## config.mk

```make
export PLATFORM = sky130hd
export DESIGN_NAME = gfx_rom_slot_arbiter_flat
export DESIGN_NICKNAME = d
export VERILOG_FILES = /design/src/rtl/gfx_rom_slot_arbiter_if.sv /design/src/rtl/gfx_rom_slot_arbiter.sv /design/src/flat_wrapper.sv
export SDC_FILE = /design/constraint.sdc
export NUM_CORES = 1
export LEC_CHECK = 0
export ABC_AREA = 1
export CORE_UTILIZATION = 43
export DETAILED_ROUTE_END_ITERATION = 10
export HOLD_SLACK_MARGIN = 0.08
export PLACE_DENSITY = 0.87
export SLEW_MARGIN = 20
export SYNTH_ARGS = -nofsm -noshare
export SYNTH_HDL_FRONTEND = slang
export SYNTH_SLANG_ARGS = --single-unit
```

## constraint.sdc

```tcl
create_clock -name M24 -period 1.6 [get_ports M24]
set_input_delay 0.32 -clock M24 [delete_from_list [all_inputs] [get_ports M24]]
set_output_delay 0.32 -clock M24 [all_outputs]
set_load 0.005 [all_outputs]
```

## src/rtl/gfx_rom_slot_arbiter_if.sv

```systemverilog
// Shared GFX ROM bus bundle: two tilemap fetchers, the CPU readback port and the ROM pins.
// Handshake: REQ_x/CPU_REQ are level requests, and REQ_x must hold ADDR_x steady while high.
// A grant is a one-cycle pulse in window cycle 0 (GNT_x, or ROM_CEn falling for the CPU).
// Data returns with exactly one VLD_x or CPU_ACK pulse. There is no back-pressure on the return.
interface gfx_rom_slot_arbiter_if;
    logic        REQ_A;
    logic [18:0] ADDR_A;
    logic        GNT_A;
    logic        VLD_A;
    logic        REQ_B;
    logic [18:0] ADDR_B;
    logic        GNT_B;
    logic        VLD_B;
    logic        CPU_REQ;
    logic [18:0] CPU_ADDR;
    logic [1:0]  CPU_AB;
    logic        CPU_ACK;
    logic [7:0]  CPU_DB;
    logic [18:0] ROM_ADDR;
    logic        ROM_CEn;
    logic        ROM_OEn_LO;
    logic        ROM_OEn_HI;
    logic [31:0] ROM_DATA;
    logic [31:0] RDATA;
    logic        SLOT0;
    logic        BUSY;

    modport slave (
        input  REQ_A, ADDR_A, REQ_B, ADDR_B, CPU_REQ, CPU_ADDR, CPU_AB, ROM_DATA,
        output GNT_A, VLD_A, GNT_B, VLD_B, CPU_ACK, CPU_DB,
        output ROM_ADDR, ROM_CEn, ROM_OEn_LO, ROM_OEn_HI, RDATA, SLOT0, BUSY
    );

    modport master (
        output REQ_A, ADDR_A, REQ_B, ADDR_B, CPU_REQ, CPU_ADDR, CPU_AB, ROM_DATA,
        input  GNT_A, VLD_A, GNT_B, VLD_B, CPU_ACK, CPU_DB,
        input  ROM_ADDR, ROM_CEn, ROM_OEn_LO, ROM_OEn_HI, RDATA, SLOT0, BUSY
    );
endinterface

```

## src/rtl/gfx_rom_slot_arbiter.sv

```systemverilog
// Fixed-window arbiter for the shared tile GFX ROM: one access per SLOT_CYCLES window,
// granted to layer A, layer B or CPU readback, with CPU starvation override.
module gfx_rom_slot_arbiter #(
    parameter int SLOT_CYCLES = 8,
    parameter int ROM_LAT     = 5,
    parameter int STARVE_MAX  = 3
) (
    input  logic                         M24,
    input  logic                         RES,
    gfx_rom_slot_arbiter_if.slave        bus,
    output logic [1:0]                   dbg_owner
);
    localparam int CW = (SLOT_CYCLES > 1) ? $clog2(SLOT_CYCLES) : 1;
    localparam int SW = (STARVE_MAX > 0) ? $clog2(STARVE_MAX + 1) : 1;
    localparam logic [CW-1:0] LAST_CYC   = CW'(SLOT_CYCLES - 1);
    localparam logic [CW-1:0] DONE_CYC   = CW'(ROM_LAT + 1);
    localparam logic [SW-1:0] STARVE_TOP = SW'(STARVE_MAX);

    typedef enum logic [1:0] {
        OWN_NONE = 2'd0,
        OWN_A    = 2'd1,
        OWN_B    = 2'd2,
        OWN_CPU  = 2'd3
    } owner_e;

    // slot_cnt_q is the window cycle the next clock edge enters.
    logic [CW-1:0] slot_cnt_q, slot_cnt_d;
    owner_e        owner_q, owner_d, win;
    logic [SW-1:0] starve_q, starve_d;
    logic [18:0]   rom_addr_q, rom_addr_d, win_addr;
    logic          cen_q, cen_d, oen_lo_q, oen_lo_d, oen_hi_q, oen_hi_d;
    logic          gnt_a_q, gnt_a_d, gnt_b_q, gnt_b_d;
    logic          vld_a_q, vld_a_d, vld_b_q, vld_b_d, ack_q, ack_d;
    logic [31:0]   rdata_q, rdata_d;
    logic [7:0]    cpu_db_q, cpu_db_d, sel_byte;
    logic [1:0]    cpu_ab_q, cpu_ab_d;
    logic          busy_q, busy_d, slot0_q, slot0_d;

    always_comb begin
        slot_cnt_d = (slot_cnt_q == LAST_CYC) ? '0 : slot_cnt_q + 1'b1;
        slot0_d    = (slot_cnt_q == '0);
        owner_d    = owner_q;
        starve_d   = starve_q;
        rom_addr_d = rom_addr_q;
        cen_d      = cen_q;
        oen_lo_d   = oen_lo_q;
        oen_hi_d   = oen_hi_q;
        gnt_a_d    = 1'b0;
        gnt_b_d    = 1'b0;
        vld_a_d    = 1'b0;
        vld_b_d    = 1'b0;
        ack_d      = 1'b0;
        rdata_d    = rdata_q;
        cpu_db_d   = cpu_db_q;
        cpu_ab_d   = cpu_ab_q;
        busy_d     = busy_q;
        win        = OWN_NONE;
        win_addr   = rom_addr_q;
        sel_byte   = bus.ROM_DATA[7:0];

        case (cpu_ab_q)
            2'd0:    sel_byte = bus.ROM_DATA[7:0];
            2'd1:    sel_byte = bus.ROM_DATA[15:8];
            2'd2:    sel_byte = bus.ROM_DATA[23:16];
            default: sel_byte = bus.ROM_DATA[31:24];
        endcase

        if (slot_cnt_q == '0) begin
            if (bus.CPU_REQ && starve_q == STARVE_TOP) win = OWN_CPU;
            else if (bus.REQ_A)                       win = OWN_A;
            else if (bus.REQ_B)                       win = OWN_B;
            else if (bus.CPU_REQ)                     win = OWN_CPU;

            // Starvation only accrues while the CPU is actually waiting.
            if (!bus.CPU_REQ || win == OWN_CPU)
                starve_d = '0;
            else if (starve_q != STARVE_TOP)
                starve_d = starve_q + 1'b1;

            case (win)
                OWN_A:   win_addr = bus.ADDR_A;
                OWN_B:   win_addr = bus.ADDR_B;
                OWN_CPU: win_addr = bus.CPU_ADDR;
                default: win_addr = rom_addr_q;
            endcase

            owner_d = win;
            if (win != OWN_NONE) begin
                rom_addr_d = win_addr;
                cen_d      = 1'b0;
                oen_lo_d   = win_addr[18];
                oen_hi_d   = ~win_addr[18];
                busy_d     = 1'b1;
                gnt_a_d    = (win == OWN_A);
                gnt_b_d    = (win == OWN_B);
                if (win == OWN_CPU) cpu_ab_d = bus.CPU_AB;
            end
        end else if (slot_cnt_q == DONE_CYC && owner_q != OWN_NONE) begin
            // This edge closes cycle ROM_LAT: capture and release the bus together.
            rdata_d  = bus.ROM_DATA;
            vld_a_d  = (owner_q == OWN_A);
            vld_b_d  = (owner_q == OWN_B);
            ack_d    = (owner_q == OWN_CPU);
            if (owner_q == OWN_CPU) cpu_db_d = sel_byte;
            cen_d    = 1'b1;
            oen_lo_d = 1'b1;
            oen_hi_d = 1'b1;
            busy_d   = 1'b0;
            owner_d  = OWN_NONE;
        end
    end

    always_ff @(posedge M24 or negedge RES) begin
        if (!RES) begin
            slot_cnt_q <= '0;
            slot0_q    <= 1'b0;
            owner_q    <= OWN_NONE;
            starve_q   <= '0;
            rom_addr_q <= '0;
            cen_q      <= 1'b1;
            oen_lo_q   <= 1'b1;
            oen_hi_q   <= 1'b1;
            gnt_a_q    <= 1'b0;
            gnt_b_q    <= 1'b0;
            vld_a_q    <= 1'b0;
            vld_b_q    <= 1'b0;
            ack_q      <= 1'b0;
            rdata_q    <= '0;
            cpu_db_q   <= '0;
            cpu_ab_q   <= '0;
            busy_q     <= 1'b0;
        end else begin
            slot_cnt_q <= slot_cnt_d;
            slot0_q    <= slot0_d;
            owner_q    <= owner_d;
            starve_q   <= starve_d;
            rom_addr_q <= rom_addr_d;
            cen_q      <= cen_d;
            oen_lo_q   <= oen_lo_d;
            oen_hi_q   <= oen_hi_d;
            gnt_a_q    <= gnt_a_d;
            gnt_b_q    <= gnt_b_d;
            vld_a_q    <= vld_a_d;
            vld_b_q    <= vld_b_d;
            ack_q      <= ack_d;
            rdata_q    <= rdata_d;
            cpu_db_q   <= cpu_db_d;
            cpu_ab_q   <= cpu_ab_d;
            busy_q     <= busy_d;
        end
    end

    assign bus.GNT_A      = gnt_a_q;
    assign bus.GNT_B      = gnt_b_q;
    assign bus.VLD_A      = vld_a_q;
    assign bus.VLD_B      = vld_b_q;
    assign bus.CPU_ACK    = ack_q;
    assign bus.CPU_DB     = cpu_db_q;
    assign bus.ROM_ADDR   = rom_addr_q;
    assign bus.ROM_CEn    = cen_q;
    assign bus.ROM_OEn_LO = oen_lo_q;
    assign bus.ROM_OEn_HI = oen_hi_q;
    assign bus.RDATA      = rdata_q;
    assign bus.SLOT0      = slot0_q;
    assign bus.BUSY       = busy_q;
    assign dbg_owner      = owner_q;
endmodule

```

## src/flat_wrapper.sv

```systemverilog
// flat-port wrapper written by rule: the top's interface ports become plain ports
module gfx_rom_slot_arbiter_flat 
#(
    parameter int SLOT_CYCLES = 8,
    parameter int ROM_LAT     = 5,
    parameter int STARVE_MAX  = 3
)
  (M24, RES, dbg_owner, bus_REQ_A, bus_ADDR_A, bus_REQ_B, bus_ADDR_B, bus_CPU_REQ, bus_CPU_ADDR, bus_CPU_AB, bus_ROM_DATA, bus_GNT_A, bus_VLD_A, bus_GNT_B, bus_VLD_B, bus_CPU_ACK, bus_CPU_DB, bus_ROM_ADDR, bus_ROM_CEn, bus_ROM_OEn_LO, bus_ROM_OEn_HI, bus_RDATA, bus_SLOT0, bus_BUSY);
  gfx_rom_slot_arbiter_if bus_i ();
  input  logic M24;
  input  logic RES;
  output logic [1:0] dbg_owner;
  input wire logic [$bits(bus_i.REQ_A)-1:0] bus_REQ_A;
  input wire logic [$bits(bus_i.ADDR_A)-1:0] bus_ADDR_A;
  input wire logic [$bits(bus_i.REQ_B)-1:0] bus_REQ_B;
  input wire logic [$bits(bus_i.ADDR_B)-1:0] bus_ADDR_B;
  input wire logic [$bits(bus_i.CPU_REQ)-1:0] bus_CPU_REQ;
  input wire logic [$bits(bus_i.CPU_ADDR)-1:0] bus_CPU_ADDR;
  input wire logic [$bits(bus_i.CPU_AB)-1:0] bus_CPU_AB;
  input wire logic [$bits(bus_i.ROM_DATA)-1:0] bus_ROM_DATA;
  output wire logic [$bits(bus_i.GNT_A)-1:0] bus_GNT_A;
  output wire logic [$bits(bus_i.VLD_A)-1:0] bus_VLD_A;
  output wire logic [$bits(bus_i.GNT_B)-1:0] bus_GNT_B;
  output wire logic [$bits(bus_i.VLD_B)-1:0] bus_VLD_B;
  output wire logic [$bits(bus_i.CPU_ACK)-1:0] bus_CPU_ACK;
  output wire logic [$bits(bus_i.CPU_DB)-1:0] bus_CPU_DB;
  output wire logic [$bits(bus_i.ROM_ADDR)-1:0] bus_ROM_ADDR;
  output wire logic [$bits(bus_i.ROM_CEn)-1:0] bus_ROM_CEn;
  output wire logic [$bits(bus_i.ROM_OEn_LO)-1:0] bus_ROM_OEn_LO;
  output wire logic [$bits(bus_i.ROM_OEn_HI)-1:0] bus_ROM_OEn_HI;
  output wire logic [$bits(bus_i.RDATA)-1:0] bus_RDATA;
  output wire logic [$bits(bus_i.SLOT0)-1:0] bus_SLOT0;
  output wire logic [$bits(bus_i.BUSY)-1:0] bus_BUSY;
  assign bus_i.REQ_A = bus_REQ_A;
  assign bus_i.ADDR_A = bus_ADDR_A;
  assign bus_i.REQ_B = bus_REQ_B;
  assign bus_i.ADDR_B = bus_ADDR_B;
  assign bus_i.CPU_REQ = bus_CPU_REQ;
  assign bus_i.CPU_ADDR = bus_CPU_ADDR;
  assign bus_i.CPU_AB = bus_CPU_AB;
  assign bus_i.ROM_DATA = bus_ROM_DATA;
  assign bus_GNT_A = bus_i.GNT_A;
  assign bus_VLD_A = bus_i.VLD_A;
  assign bus_GNT_B = bus_i.GNT_B;
  assign bus_VLD_B = bus_i.VLD_B;
  assign bus_CPU_ACK = bus_i.CPU_ACK;
  assign bus_CPU_DB = bus_i.CPU_DB;
  assign bus_ROM_ADDR = bus_i.ROM_ADDR;
  assign bus_ROM_CEn = bus_i.ROM_CEn;
  assign bus_ROM_OEn_LO = bus_i.ROM_OEn_LO;
  assign bus_ROM_OEn_HI = bus_i.ROM_OEn_HI;
  assign bus_RDATA = bus_i.RDATA;
  assign bus_SLOT0 = bus_i.SLOT0;
  assign bus_BUSY = bus_i.BUSY;
  gfx_rom_slot_arbiter #(.SLOT_CYCLES(SLOT_CYCLES), .ROM_LAT(ROM_LAT), .STARVE_MAX(STARVE_MAX)) u_core (.M24(M24), .RES(RES), .bus(bus_i), .dbg_owner(dbg_owner));
endmodule
```

## Word level (Yosys, flattened, before mapping)

Cells that the tools add are included.

| storage, ports and cells | value |
|---|---|
| input bits | 96 |
| register bits | 78 |
| logic and storage cells | 86 |

| operators by class | value |
|---|---|
| equal/unequal tests | 14 |
| add/sub/neg operators | 2 |
| reductions and logical operators | 17 |
| muxes and demuxes | 33 |
| bitwise operators | 2 |

Operators with widths:

| cell | number |
|---|---|
| 19-bit case mux with 3 select lines | 1 |
| 8-bit case mux with 3 select lines | 1 |
| 1-bit two-way mux | 20 |
| 19-bit two-way mux | 1 |
| 2-bit two-way mux | 9 |
| 2-bit == test (second input constant) | 6 |
| 3-bit AND reduction | 3 |
| 2-bit AND reduction | 4 |
| 2-bit nonzero test | 4 |
| 2-bit by 1-bit == test with 1-bit output (second input constant) | 3 |
| 3-bit == test (second input constant) | 2 |
| 2-bit inequality test (second input constant) | 2 |
| 4-bit inequality test (second input constant) | 1 |
| 3-bit by 1-bit adder with 3-bit output (second input constant) | 1 |
| 3-bit logical NOT | 1 |
| 3-bit two-way mux | 1 |
| 2-bit by 1-bit adder with 2-bit output (second input constant) | 1 |
| 1-bit logical AND | 2 |
| 2-bit logical NOT | 1 |
| 1-bit inverter | 2 |
| 1-bit logical NOT | 1 |
| 1-bit logical OR | 1 |

## Depth between registers and ports, before layout

| logic depth | value |
|---|---|
| word-level depth | 11 |
| depth in mapped cells | 10 |
| mapped depth without buffers | 9 |

## Least setup slack after synthesis

No wires, ideal clock.

| timing path | value |
|---|---|
| path kind | register to register |
| start | reg u_core.slot_cnt_q[0] |
| end | reg u_core.rom_addr_q[17] (netlist: u_core.bus.ROM_ADDR[17]) |
| period minus slack after synthesis | 1.460 ns |
| path buffers | 1 |
| arrival time | 1.347 ns |
| stages on the path, launching flop included | 11 |
| slack | 0.140 ns |
| cell sequence | dfrtp_1 -> inv_1 -> ha_1 -> inv_1 -> nor2_2 -> nand2_2 -> buf_2 -> nor2_1 -> nand3_1 -> nand2_1 -> inv_1 |

| on the way | value |
|---|---|
| word-level cells in the longest chain between the ends | 3 |

RTL lines:

| element | RTL line | text |
|---|---|---|
| start, declared | gfx_rom_slot_arbiter.sv:27 | `logic [CW-1:0] slot_cnt_q, slot_cnt_d;` |
| start signal, assigned | gfx_rom_slot_arbiter.sv:133 | `slot_cnt_q <= slot_cnt_d;` |
| 3-bit logical NOT (*) | gfx_rom_slot_arbiter.sv:68 | `if (slot_cnt_q == '0) begin` |
| 4-bit inequality test (no line) | - |  |
| 3-bit AND reduction (no line) (*) | - |  |
| end signal, assigned | gfx_rom_slot_arbiter.sv:137 | `rom_addr_q <= rom_addr_d;` |
| end, declared | gfx_rom_slot_arbiter.sv:30 | `logic [18:0] rom_addr_q, rom_addr_d, win_addr;` |

Every way passes the cells marked *; elsewhere a longest branch is shown, timed or not.
A chain may end at the register's enable or synchronous reset.

## Worst setup path after layout

| timing path | value |
|---|---|
| start | reg u_core.rdata_q[15] (netlist: u_core.bus.RDATA[15]) |
| end | out bus_RDATA[15] |

RTL lines:

| element | RTL line | text |
|---|---|---|
| start, declared | gfx_rom_slot_arbiter.sv:34 | `logic [31:0] rdata_q, rdata_d;` |
| start signal, assigned | gfx_rom_slot_arbiter.sv:146 | `rdata_q <= rdata_d;` |
| end, declared | flat_wrapper.sv:31 | `output wire logic [$bits(bus_i.RDATA)-1:0] bus_RDATA;` |

No word-level cell between the ends.

==> flow_summary.ini <==
[route]
drtIter0Drc = 166
drtPass1Iterations = 4
wire_per_inst_um = 14.92
detail-route-antenna-nets = 0
drcViolationCount = 0
viasPerCell = 4.925
via_count = 3940
drt_wl_total_mm = 11.94

[setup_path]
critPathKind = flip-flop to output port
cp.buffers_inverters = 1
slowest_stage = clkdlybuf4s50_1
crit_family = buffers and inverters
crit_required_ns = 1.28
cp_cell_sequence = clkdlybuf4s50_1
path_max_fanout = 2
start_kind = flip-flop
cpPeakStageDelay_ns = 0.53
crit_path_end_kind = output port
arrival_ns = 1.24

[die]
dieArea_mm2 = 0.009348
core_mm2 = 0.008721
rows = 34
die_w_um = 96.69
die_h_um = 96.69
start_util = 0.4420
io_pins = 167

[cts]
cts_tree = built
cts_made_buffers = 9
clock_sinks = 78
root_buffer = clkbuf_8
path_clk_slew_ns = 0.08
cts_buffer_depth = 2
clkLatencyLatePin_ns = 0.36
htree_num_levels = 3

[pwr]
p_per_area_mw_per_mm2 = 886.6
leakage_nw = 3.098
p_clk_frac = 0.338
power_switching_mw = 1.428
pwr-share-seq = 0.428
combPwrFrac = 0.234
power.share.switching = 0.2642
intPower_mw = 3.977
vdd_drop_max_mv = 0.5759

[synth]
yosys.area.top_type_share = 0.4869
ys_seq_area_frac = 0.5073
synth.most_common_cell = nand2_1
ys.flop_type = dfrtp_1
yosys-top-cells-area = dfrtp_1 49%, nand2_1 15%, nand3_1 8.7%, inv_1 5.9%, nor2_1 5.8%
synth_seq_cells = 78
syn_avg_cell_area_um2 = 7.710
synthTopCellsByCount = 154 x nand2_1, 75 x dfrtp_1, 67 x nand3_1
ys_async_sr_fraction = 1.000
syn_area_mm2 = 0.003855
synth_nets = 601
synth_cell_types = 24
synth_edf_count = 0
yosysWarnings = 0
synth_area_leader_cell = dfrtp_1
syn_inst = 500

[place]
io_buffer_count = 166
place.gp.congestion = 0.8666
dpl_cell_area_mm2 = 0.005766
hpwlAfterDp_mm = 8.889

[timing]
fmax_mhz = 640.1
setup_viol_count_final = 0
post-route-period-util = 0.9764
hold_viol = 0
slew_headroom = 0.7384
skew_ns = 0.008059
setup_tns_ns = 0
rsz0062_at_grt = true
worstMarginPinSlew_ns = 0.3924
slew_viol_final = 0
fin_crit_ns = 1.562

[final_layout]
design_area_mm2 = 0.006097
num-fill-cells = 692
num_antenna_cells = 0
synthToLayoutAreaGrowth_pct = 58.16
drive_above_1_share = 0.09538
nets = 788

[global_routing]
gr-total-overflow = 0
grtUsageMet2 = 0.4280
grt_pass1_vias = 3930
busiest_layer = met2
grtUsageTotal = 0.2542
grt_antenna_before_repair = 0
grt_util_met3 = 0.08237
grt_max_degree = 42
use_met1 = 0.2981
grt_pass1_wl_mm = 18.91

[hold_path]
hold_path_class = primary input to async pin

[run_status]
status = finished, final reports clean

[flow_run]
maxCapViolCount = 0
## per-stage QoR
| stage | instances | setup WS, ns | hold WS [ns] | util | power [mW] |
|---|---|---|---|---|---|
| 6_report | 800 | 0.03773 | 0.4212 | 0.6991 | 5.406 |
| 5_1_grt | 800 | -0.02607 | 0.4667 | 0.6991 | 5.644 |
| 4_1_cts | 796 | 0.001072 | 0.4300 | 0.6901 | 5.447 |
| 3_5_place_dp | 779 | -0.2908 | 0.2752 | 0.6611 | 3.628 |
| 3_3_place_gp | 779 | -0.2477 | 0.2747 | 0.6611 | 3.598 |
| 2_1_floorplan | 500 | 0.1404 | 0.02441 | - | 2.737 |
## power groups by stage
stage,Combinational [mW],Sequential [mW],Clock [mW]
floorplan,0.385,2.35,0
global placement,1.26,2.34,0
detailed placement,1.28,2.35,0
CTS,1.28,2.32,1.85
global route,1.38,2.34,1.92
finish,1.27,2.32,1.82
## placed cells by master, fill, tap and decap left out, types with 2 or more instances in the layout
master,instances
nand2_1,153
a21oi_4,2
o21ai_1,2
clkinv_4,2
o21ai_0,17
dfrtp_1,75
dlymetal6s2s_1,9
inv_1,61
inv_2,3
clkdlybuf4s50_1,151
dlygate4sd2_1,5
buf_6,2
nor3_1,2
nor2_1,56
nor2_2,5
clkbuf_8,9
ha_1,5
buf_4,22
a21oi_1,2
dfstp_2,3
nand2_2,4
nand4_1,2
or2_0,19
bufinv_16,3
buf_12,5
nand3_2,2
nand3_1,65
## what timing repair did
item                       4_1_cts  5_1_grt
gates resized for setup          6       18
hold buffers                     1        0
buffers inserted                 0        4
setup endpoints to repair        7       64
hold endpoints to repair        26        0
## registers in the layout, summed over array words and instances, names as in the netlist
name / count
u_core.bus.BUSY: 1
u_core.bus.CPU_ACK: 1
u_core.bus.CPU_DB: 8
u_core.bus.GNT_A: 1
u_core.bus.GNT_B: 1
u_core.bus.RDATA: 32
u_core.bus.ROM_ADDR: 19
u_core.bus.ROM_CEn: 1
u_core.bus.ROM_OEn_HI: 1
u_core.bus.ROM_OEn_LO: 1
u_core.bus.SLOT0: 1
u_core.bus.VLD_A: 1
u_core.bus.VLD_B: 1
u_core.cpu_ab_q: 2
u_core.dbg_owner: 2
u_core.slot_cnt_q: 3
u_core.starve_q: 2
## cell type report
type	count	area [µm²]	share of cell area
Timing Repair Buffer	195	1966	0.3224
Sequential cell	78	1956	0.3207
Multi-Input combinational cell	339	1555	0.2551
Inverter	64	240.2	0.03940
Tap cell	108	135.1	0.02216
Clock buffer	9	123.9	0.02032
Clock inverter	7	121.4	0.01991
## path summary, 6_finish.rpt
path	from	end	slack, ns	cells past startpoint
max	u_core.bus.RDATA[15]	bus_RDATA[15]	0.04	1
min	RES	u_core.bus.ROM_ADDR[16]	0.42	2
max reg2reg	u_core.slot_cnt_q[0]	u_core.bus.ROM_ADDR[2]	0.08	10
min reg2reg	u_core.dbg_owner[0]	u_core.bus.VLD_B	0.47	1
max in group asynchronous	RES	u_core.bus.ROM_OEn_HI	0.55	3
min in group M24	u_core.dbg_owner[0]	u_core.bus.VLD_B	0.47	1
## cell families after synthesis
group | synth area share
and+or+nand+nor | 0.3440
buffers and inverters | 0.09510
DFF | 0.5073
AOI/OAI and AO/OA | 0.03733
adders and majority gates | 0.01623
## metal layers
metal / vias up / wire [µm]
met4: 0 / 281
met5: - / 0
met3: 21 / 1173
li1: 1921 / -
met2: 196 / 5820
met1: 1802 / 4660
Power figures use the tool's default switching activity.
